**src/rtl/mul_issue_ctrl.sv**
```systemverilog
// Issue/pipeline controller for the 32x32 radix-4 Booth multiplier: round-robin
// arbitration of two requesters, S1-S3 valid/tag tracking and datapath enables.
module mul_issue_ctrl #(
    parameter int XLEN  = 32,
    parameter int TAG_W = 4
) (
    input  logic             clk,
    input  logic             rst,
    input  logic             flush,
    input  logic             req0_valid,
    output logic             req0_ready,
    input  logic [XLEN-1:0]  req0_a,
    input  logic [XLEN-1:0]  req0_b,
    input  logic             req0_sa,
    input  logic             req0_sb,
    input  logic             req0_hi,
    input  logic [TAG_W-1:0] req0_tag,
    input  logic             req1_valid,
    output logic             req1_ready,
    input  logic [XLEN-1:0]  req1_a,
    input  logic [XLEN-1:0]  req1_b,
    input  logic             req1_sa,
    input  logic             req1_sb,
    input  logic             req1_hi,
    input  logic [TAG_W-1:0] req1_tag,
    output logic [XLEN-1:0]  dp_a,
    output logic [XLEN-1:0]  dp_b,
    output logic             dp_sa,
    output logic             dp_sb,
    output logic             dp_en_s2,
    output logic             dp_en_s3,
    input  logic [63:0]      dp_prod,
    output logic             resp_valid,
    input  logic             resp_ready,
    output logic [XLEN-1:0]  resp_data,
    output logic             resp_id,
    output logic [TAG_W-1:0] resp_tag,
    output logic [1:0]       inflight
);

    logic             vld_p0, vld_p1, vld_p2;
    logic             rr;
    logic [XLEN-1:0]  a_p0, b_p0;
    logic             sa_p0, sb_p0, hi_p0, id_p0;
    logic [TAG_W-1:0] tag_p0;
    logic             hi_p1, id_p1;
    logic [TAG_W-1:0] tag_p1;
    logic             hi_p2, id_p2;
    logic [TAG_W-1:0] tag_p2;

    logic adv3, free3, free2, free1;
    logic grant0, grant1, acc0, acc1, accept;

    // Advance chain resolved from the output end backwards so a stall only
    // freezes stages whose successor is still occupied.
    always_comb begin
        adv3     = vld_p2 & resp_ready;
        free3    = !vld_p2 | adv3;
        dp_en_s3 = vld_p1 & free3;
        free2    = !vld_p1 | dp_en_s3;
        dp_en_s2 = vld_p0 & free2;
        free1    = !vld_p0 | dp_en_s2;
    end

    assign grant0     = req0_valid & (!req1_valid | !rr);
    assign grant1     = req1_valid & (!req0_valid | rr);
    assign req0_ready = free1 & !flush & !rst & grant0;
    assign req1_ready = free1 & !flush & !rst & grant1;
    assign acc0       = req0_ready & req0_valid;
    assign acc1       = req1_ready & req1_valid;
    assign accept     = acc0 | acc1;

    // S1: accept point; operand and control registers feed the Booth/PP stage
    always_ff @(posedge clk or posedge rst) begin
        if (rst) begin
            vld_p0 <= 1'b0;
            vld_p1 <= 1'b0;
            vld_p2 <= 1'b0;
            rr     <= 1'b0;
            a_p0   <= '0;
            b_p0   <= '0;
            sa_p0  <= 1'b0;
            sb_p0  <= 1'b0;
            hi_p0  <= 1'b0;
            id_p0  <= 1'b0;
            tag_p0 <= '0;
        end else begin
            if (flush) begin
                vld_p0 <= 1'b0;
                vld_p1 <= 1'b0;
                vld_p2 <= 1'b0;
            end else begin
                vld_p0 <= accept | (vld_p0 & !dp_en_s2);
                vld_p1 <= dp_en_s2 | (vld_p1 & !dp_en_s3);
                vld_p2 <= dp_en_s3 | (vld_p2 & !adv3);
            end
            if (accept) begin
                rr     <= acc0;
                a_p0   <= acc1 ? req1_a   : req0_a;
                b_p0   <= acc1 ? req1_b   : req0_b;
                sa_p0  <= acc1 ? req1_sa  : req0_sa;
                sb_p0  <= acc1 ? req1_sb  : req0_sb;
                hi_p0  <= acc1 ? req1_hi  : req0_hi;
                tag_p0 <= acc1 ? req1_tag : req0_tag;
                id_p0  <= acc1;
            end
        end
    end

    // S2 / S3: response metadata rides alongside the compressor and adder registers
    always_ff @(posedge clk) begin
        if (dp_en_s2) begin
            hi_p1  <= hi_p0;
            id_p1  <= id_p0;
            tag_p1 <= tag_p0;
        end
        if (dp_en_s3) begin
            hi_p2  <= hi_p1;
            id_p2  <= id_p1;
            tag_p2 <= tag_p1;
        end
    end

    assign dp_a  = a_p0;
    assign dp_b  = b_p0;
    assign dp_sa = sa_p0;
    assign dp_sb = sb_p0;

    assign resp_valid = vld_p2;
    assign resp_data  = hi_p2 ? dp_prod[63:32] : dp_prod[31:0];
    assign resp_id    = id_p2;
    assign resp_tag   = tag_p2;
    assign inflight   = {1'b0, vld_p0} + {1'b0, vld_p1} + {1'b0, vld_p2};

endmodule

```
**config.mk**
```make
export PLATFORM = sky130hd
export DESIGN_NAME = mul_issue_ctrl
export DESIGN_NICKNAME = d
export VERILOG_FILES = /design/src/rtl/mul_issue_ctrl.sv
export SDC_FILE = /design/constraint.sdc
export NUM_CORES = 1
export LEC_CHECK = 0
export CORE_AREA = 2 2 128 130
export CTS_BUF_LIST = sky130_fd_sc_hd__clkbuf_2
export DETAILED_ROUTE_END_ITERATION = 6
export DIE_AREA = 0 0 130 132
export PLACE_DENSITY = 0.78
export SYNTH_ARGS = -nofsm -noshare
export SYNTH_HDL_FRONTEND = slang
export SYNTH_SLANG_ARGS = --single-unit
```
**constraint.sdc**
```tcl
create_clock -name clk -period 2.58 [get_ports clk]
set_input_delay 0.516 -clock clk [delete_from_list [all_inputs] [get_ports clk]]
set_output_delay 0.516 -clock clk [all_outputs]
set_load 0.1 [all_outputs]
```
After elaboration in Yosys (flattened, before gate mapping)
Index checks and enable logic that the tools add are counted.
{ "word_totals": {"input_bits": 212, "word_cells": 63, "register_bits": 88} }
{ "op_classes": {"n_mux": 10, "reduce_logical": 11, "bitwise_logic": 23, "addsub": 2} }
{ "op_table": {"columns": ["operator", "n"], "rows": [
  ["$mux 32", 3],
  ["$and 1x1->1", 14],
  ["$logic_not 1->1", 11],
  ["$or 1x1->1", 9],
  ["$mux 1", 6],
  ["$mux 4", 1],
  ["$add 1x1->2", 1],
  ["$add 2x1->2", 1]
]} }

Logic depth before layout (Yosys ltp)
Gate-level depths: netlist of the first run.
{ "logic_depth": {"word_depth": 13, "ltp_mapped": 6, "mapped_depth_nobuf": 3} }

Worst setup path after synthesis of the first run
Ideal clock, no wire load.
{ "synth_path": {"kind": "register to output", "startpoint": "register vld_p2, in the netlist resp_valid", "endpoint": "output port dp_en_s2", "n_path_buf": 0, "path_stages_with_launch": 3, "required_time_ns": 2.064, "t_arrival_ns": 3.719, "setup_slack_ns": -1.655, "cell_sequence": "dfrtp_1 > nor2b_1 > a21boi_0"} }
{ "synth_via": {"elab_chain_cells": 5, "word_cells_on_any_way": 6} }
{ "synth_lines": {"columns": ["item", "line", "text"], "rows": [
  ["from (decl)", "41", "logic vld_p0, vld_p1, vld_p2;"],
  ["from (signal assigned)", "95", "vld_p2 <= dp_en_s3 | (vld_p2 & !adv3);"],
  ["$and 1x1->1 / $logic_not 1->1 (equally long branches)", "57, 58", null],
  ["$or 1x1->1 (*)", "58", "free3 = !vld_p2 | adv3;"],
  ["$and 1x1->1 (*)", "59", "dp_en_s3 = vld_p1 & free3;"],
  ["$or 1x1->1 (*)", "60", "free2 = !vld_p1 | dp_en_s3;"],
  ["$and 1x1->1 (*)", "61", "dp_en_s2 = vld_p0 & free2;"],
  ["to (decl)", "30", "output logic dp_en_s2,"]
]} }
Every way passes the cells marked *; elsewhere a longest branch is shown, timed or not.

Final worst setup path of the first run
{ "layout_path": {"startpoint": "register hi_p2", "endpoint": "output port resp_data[25]"} }
{ "layout_via": {"elab_chain_cells": 1} }
{ "layout_lines": {"columns": ["item", "line", "text"], "rows": [
  ["from (decl)", "48", "logic hi_p2, id_p2;"],
  ["from (signal assigned)", "118", "hi_p2 <= hi_p1;"],
  ["$mux 32", "130", "assign resp_data = hi_p2 ? dp_prod[63:32] : dp_prod[31:0];"],
  ["to (decl)", "35", "output logic [XLEN-1:0] resp_data,"]
]} }
Every way passes these cells.

==> results of run 1 <==
-- final timing paths --
path | to | cells past startpoint | from | slack, ns
worst max-delay path | resp_data[25] | 3 | hi_p2 | 0.20
worst min-delay path | resp_tag[3] | 0 | tag_p1[3] | 0.44
min in group asynchronous | resp_valid | 3 | rst | 0.48
worst min register to register | resp_tag[3] | 0 | tag_p1[3] | 0.44
max in group asynchronous | dp_b[22] | 3 | rst | 1.63
worst max register to register | dp_b[19] | 5 | vld_p1 | 0.80
-- worst max-delay path: stages, from the launching register on --
cell and delay (ns):
edfxtp_1 0.38, buf_4 0.36, mux2_1 0.43, buf_12 0.19
-- state kept, by name, indices dropped and copies added, names as in the netlist, 4 cells and up --
signal and cells:
dp_b 32, tag_p0 4, dp_a 32, resp_tag 4, tag_p1 4
-- layout make-up --
type	instances	area, um2	area share, %
Antenna cell	2	5.00	0.0555
Clock buffer	9	45.0	0.500
Clock inverter	7	86.3	0.958
Inverter	2	8.76	0.0971
Multi-Input combinational cell	338	2770	30.7
Sequential cell	88	2260	25.1
Tap cell	216	270	3.00
Timing Repair Buffer	339	3570	39.6
-- routing by layer --
| metal | routed length (um) | vias to the layer above |
|---|---|---|
| li1 | - | 2490 |
| met1 | 7140 | 2634 |
| met2 | 10500 | 298 |
| met3 | 1750 | 46 |
| met4 | 932 | 0 |
| met5 | 0 | - |
-- kinds of logic (layout without fill, tap and decap cells) --
family,after synthesis,count (layout),synth area share [%]
buffers and inverters,69,357,7.92
AO/OA/AOI/OAI,220,220,31.9
other,0,2,0
AND/OR/NAND/NOR,85,85,11.4
flip-flops,88,88,41.7
multiplexers,32,32,6.65
adder cells (fa/ha/maj),1,1,0.369
-- report_power, final --
group	leakage (nW)	switching [mW]	total, mW	internal [mW]
Combinational	2.27	2.39	3.40	1.01
Sequential	0.962	0.153	1.79	1.63
Clock	0.0807	0.472	0.786	0.313
-- layout by cell type, fill, tap and decap left out, types with 2 or more instances in the layout --
cell type	count
clkdlybuf4s50_1	210
buf_4	88
dfrtp_1	76
a31oi_1	73
nand3b_1	71
o21ai_0	70
a31oi_2	70
buf_12	40
mux2_2	23
edfxtp_1	12
mux2_1	9
clkbuf_2	9
nor2_1	4
clkinv_2	3
diode_2	2
a21oi_1	2
bufinv_16	2
clkinv_1	2
-- through the flow --
step	util, %	TNS, ns
6_report	57.4	0
5_1_grt	57.4	0
4_1_cts	57.3	0
3_5_place_dp	56.5	0
3_3_place_gp	56.5	0
2_1_floorplan	-	-0.0953
==> impl_metrics.ini, run 1 <==
[sta]
hold-worst-slack_ns = 0.442
worst_pin_slew_ns = 0.791
finClkSkew_ns = 0.0336
setup_viol = 0
slew_viol_final = 0
slew-limit-headroom_pct = 47.3
timing.final.crit_share_pct = 92.2
period_minus_slack_ns = 2.38
clock.fmax_ghz = 0.421
finalHoldViolCount = 0
rsz0062_at_grt = false
setup_ws_ns = 0.202

[global_routing]
grt-busiest-layer = met2
grt_use_met3_pct = 5.52
antenna_found_initial = 2
grt_pass1_vias = 5543
grt_overflow = 0
met2_usage_pct = 40.4
track_usage_pct = 22.5
grt_pass1_wl_um = 30400
grt_util_met1_pct = 23.9
grt_max_degree = 143

[clocking]
cts_buffers = 9
cts_setup_buffers = 0
htreeDepth = 3
cts_tree = done
postCtsHoldBufs = 0
cts_resized = 0
cts.sinks = 88
clk_pin_slew_ns = 0.25
cts-root-buf = clkbuf_2
worstSkewPairLatency_ns = 0.51
cts_buffer_depth = 2

[logic_synthesis]
yosysMostFrequentCell = dfrtp_1
netlist.area_leader.share_pct = 35.1
syn-mean-instance-area_um2 = 11.0
synth-main-ff-cell = dfrtp_1
syn-num-nets = 708
synth_cell_types = 30
syn-cell-area_um2 = 5420
synth_seq_area_share_pct = 41.7
synth-edff-count = 12
synth_area_leaders = dfrtp_1 (35%), a31oi_2 (16%), nand3b_1 (9.8%)
synthArstFlopShare_pct = 86.4
yosys-top-cells-count = dfrtp_1 (76), a31oi_1 (73), nand3b_1 (71), a31oi_2 (70), o21ai_0 (70)
ys_ff_latch = 88
ys_warn_count = 0
synthCells = 495
yosys.area.top_type = dfrtp_1

[floorplan]
die_area_um2 = 17200
io_pins = 322
num_rows = 46
dieHeight_um = 132
dieWidth_um = 130
initial_utilization_pct = 34.5
core_area_um2 = 15700

[critical_path]
path_max_fanout = 32
cp.required_ns = 2.06
crit_type = reg -> out
worst_setup_path_end_kind = output pin
start_kind = register
crit_arrival_ns = 1.86

[cells_and_area]
finish.instance_area_um2 = 9020
nets = 991
stdcell_count = 1001
drive_gt1_share_pct = 31.5
area_growth_pct = 66.3
fill_cells = 1296

[route]
via_count = 5468
ant_nets = 0
routed_wl_um = 20400
viasPerCell = 5.46
drt_first_pass_iters = 6
remaining_drc_errors = 0
wl_per_cell_um = 20.3
drtIter0Drc = 466

[place]
dp_hpwl_um = 15100
io_buffers = 321
pre_cts_slack_ns = 0.333
place.gp.congestion = 0.892
placed_area_um2 = 8880
dp_cells = 983

[power]
finalPower_mw = 5.97
ir_drop_mv = 0.438
p_per_area_nw_per_um2 = 663
p_leak_nw = 3.31

[worst_hold_path]
min_path_type = reg -> reg

[status]
status = finished clean

[flow_run]
cap_violations = 0
Note: power is estimated with default switching activity, not from simulation.
==> run 2: changes to the inputs <==
Settings changed: CORE_AREA 2 2 128 130 to 2 2 125 127, DIE_AREA 0 0 130 132 to 0 0 127 129, SKIP_CTS_REPAIR_TIMING set to 1.
Clock period 2.58 ns to 2.3 ns, I/O delays scaled along.
==> impl_metrics.ini, run 2 (synthesis gave the netlist of run 1 again) <==
[status]
status = finished with violations
violations = negative setup slack

[place]
dp_hpwl_um = 15600
io_buffers = 321
pre_cts_slack_ns = 0.118
place.gp.congestion = 0.803

[floorplan]
dieHeight_um = 129
num_rows = 45
core_area_um2 = 15000
dieWidth_um = 127
io_pins = 322
initial_utilization_pct = 36.2
die_area_um2 = 16400

[critical_path]
worst_setup_path_end_kind = output pin
cp.required_ns = 1.84
start_kind = register
path_max_fanout = 4
crit_type = reg -> out
crit_arrival_ns = 1.85

[cells_and_area]
post-route-util_pct = 60.7
fill_cells = 1227
regArea_um2 = 2270
final_cell_mix = clkdlybuf4s50_1 (210), buf_4 (92), a31oi_1 (73), dfrtp_1 (73), nand3b_1 (71)
area_growth_pct = 67.7
multi_input_area_um2 = 2800
nets = 998
drive_gt1_share_pct = 34.1
final_common_cell = clkdlybuf4s50_1

[power]
p_per_area_nw_per_um2 = 731
p_leak_nw = 3.34
ir_drop_mv = 0.367

[clocking]
cts_tree = done
cts_buffer_depth = 2
cts-root-buf = clkbuf_2
cts_buffers = 9
worstSkewPairLatency_ns = 0.56
clk_pin_slew_ns = 0.28
cts.sinks = 88
htreeDepth = 3

[sta]
clock.fmax_ghz = 0.433
finalHoldViolCount = 0
timing.final.crit_share_pct = 100
period_minus_slack_ns = 2.31
worst_pin_slew_ns = 0.631
finClkSkew_ns = 0.0352
setup_viol = 1
setup_ws_ns = -0.00724
rsz0062_at_grt = true
slew_viol_final = 0
slew-limit-headroom_pct = 57.9

[global_routing]
grt_overflow = 0
grt_max_degree = 143
grt_pass1_wl_um = 30800
grt_pass1_vias = 5575
antenna_found_initial = 2
track_usage_pct = 24.4

[route]
remaining_drc_errors = 0
viasPerCell = 5.63
ant_nets = 0
drtIter0Drc = 291
drt_first_pass_iters = 5
routed_wl_um = 20800
wl_per_cell_um = 21.3
via_count = 5517

[worst_hold_path]
min_path_type = reg -> reg

[flow_run]
cap_violations = 0
==> run 2: path summary, 6_finish.rpt <==
path                            slack [ns]          end  cells past startpoint      start
worst max-delay path                -0.007  inflight[0]                      2     vld_p1
worst min-delay path                  0.43  resp_tag[0]                      0  tag_p1[0]
worst max register to register        0.74     dp_b[27]                      4         rr
worst min register to register        0.43  resp_tag[0]                      0  tag_p1[0]
max in group asynchronous             1.53     dp_a[11]                      4        rst
min in group asynchronous             0.48    tag_p0[0]                      4        rst
==> run 2: layout make-up <==
cell class / count / share of cell area (%)
clock inverters: 7 / 0.757
multi-input cells: 338 / 30.8
inverters: 2 / 0.124
flip-flops and latches: 88 / 24.9
well taps: 188 / 2.59
repair buffers: 346 / 40.2
clock buffers: 9 / 0.496
diodes: 2 / 0.0551
==> run 2: layer usage <==
metal | global-route usage (%) | share of wire, %
met5 | 0 | 0
met4 | 6.14 | 1.3
met3 | 8.48 | 10
met2 | 44.5 | 53
met1 | 27.3 | 36
==> run 2: critical path: stages, from the launching register on <==
cell and delay (ns):
dfrtp_2 0.51, fa_2 0.60, buf_12 0.18
==> run 2: through the flow <==
step                power (mW)  hold WS [ns]  TNS [ns]  cell area, um2  cells
floorplan                 4.71         0.400    -0.277            5460    495
global placement          5.82         0.401         0            8930    961
detailed placement        5.87         0.408         0            8930    961
CTS                       6.68         0.373     -3.94            9050    977
global route              6.90         0.394     -2.06            9090    980
finish                    6.64         0.435  -0.00724            9090    980
==> run 2: power by group <==
group | total (mW) | internal, mW | switching [mW] | leakage, nW
Sequential | 2.00 | 1.83 | 0.172 | 0.957
Combinational | 3.84 | 1.15 | 2.68 | 2.32
Clock | 0.803 | 0.251 | 0.552 | 0.0679
Total | 6.64 | 3.24 | 3.41 | 3.34
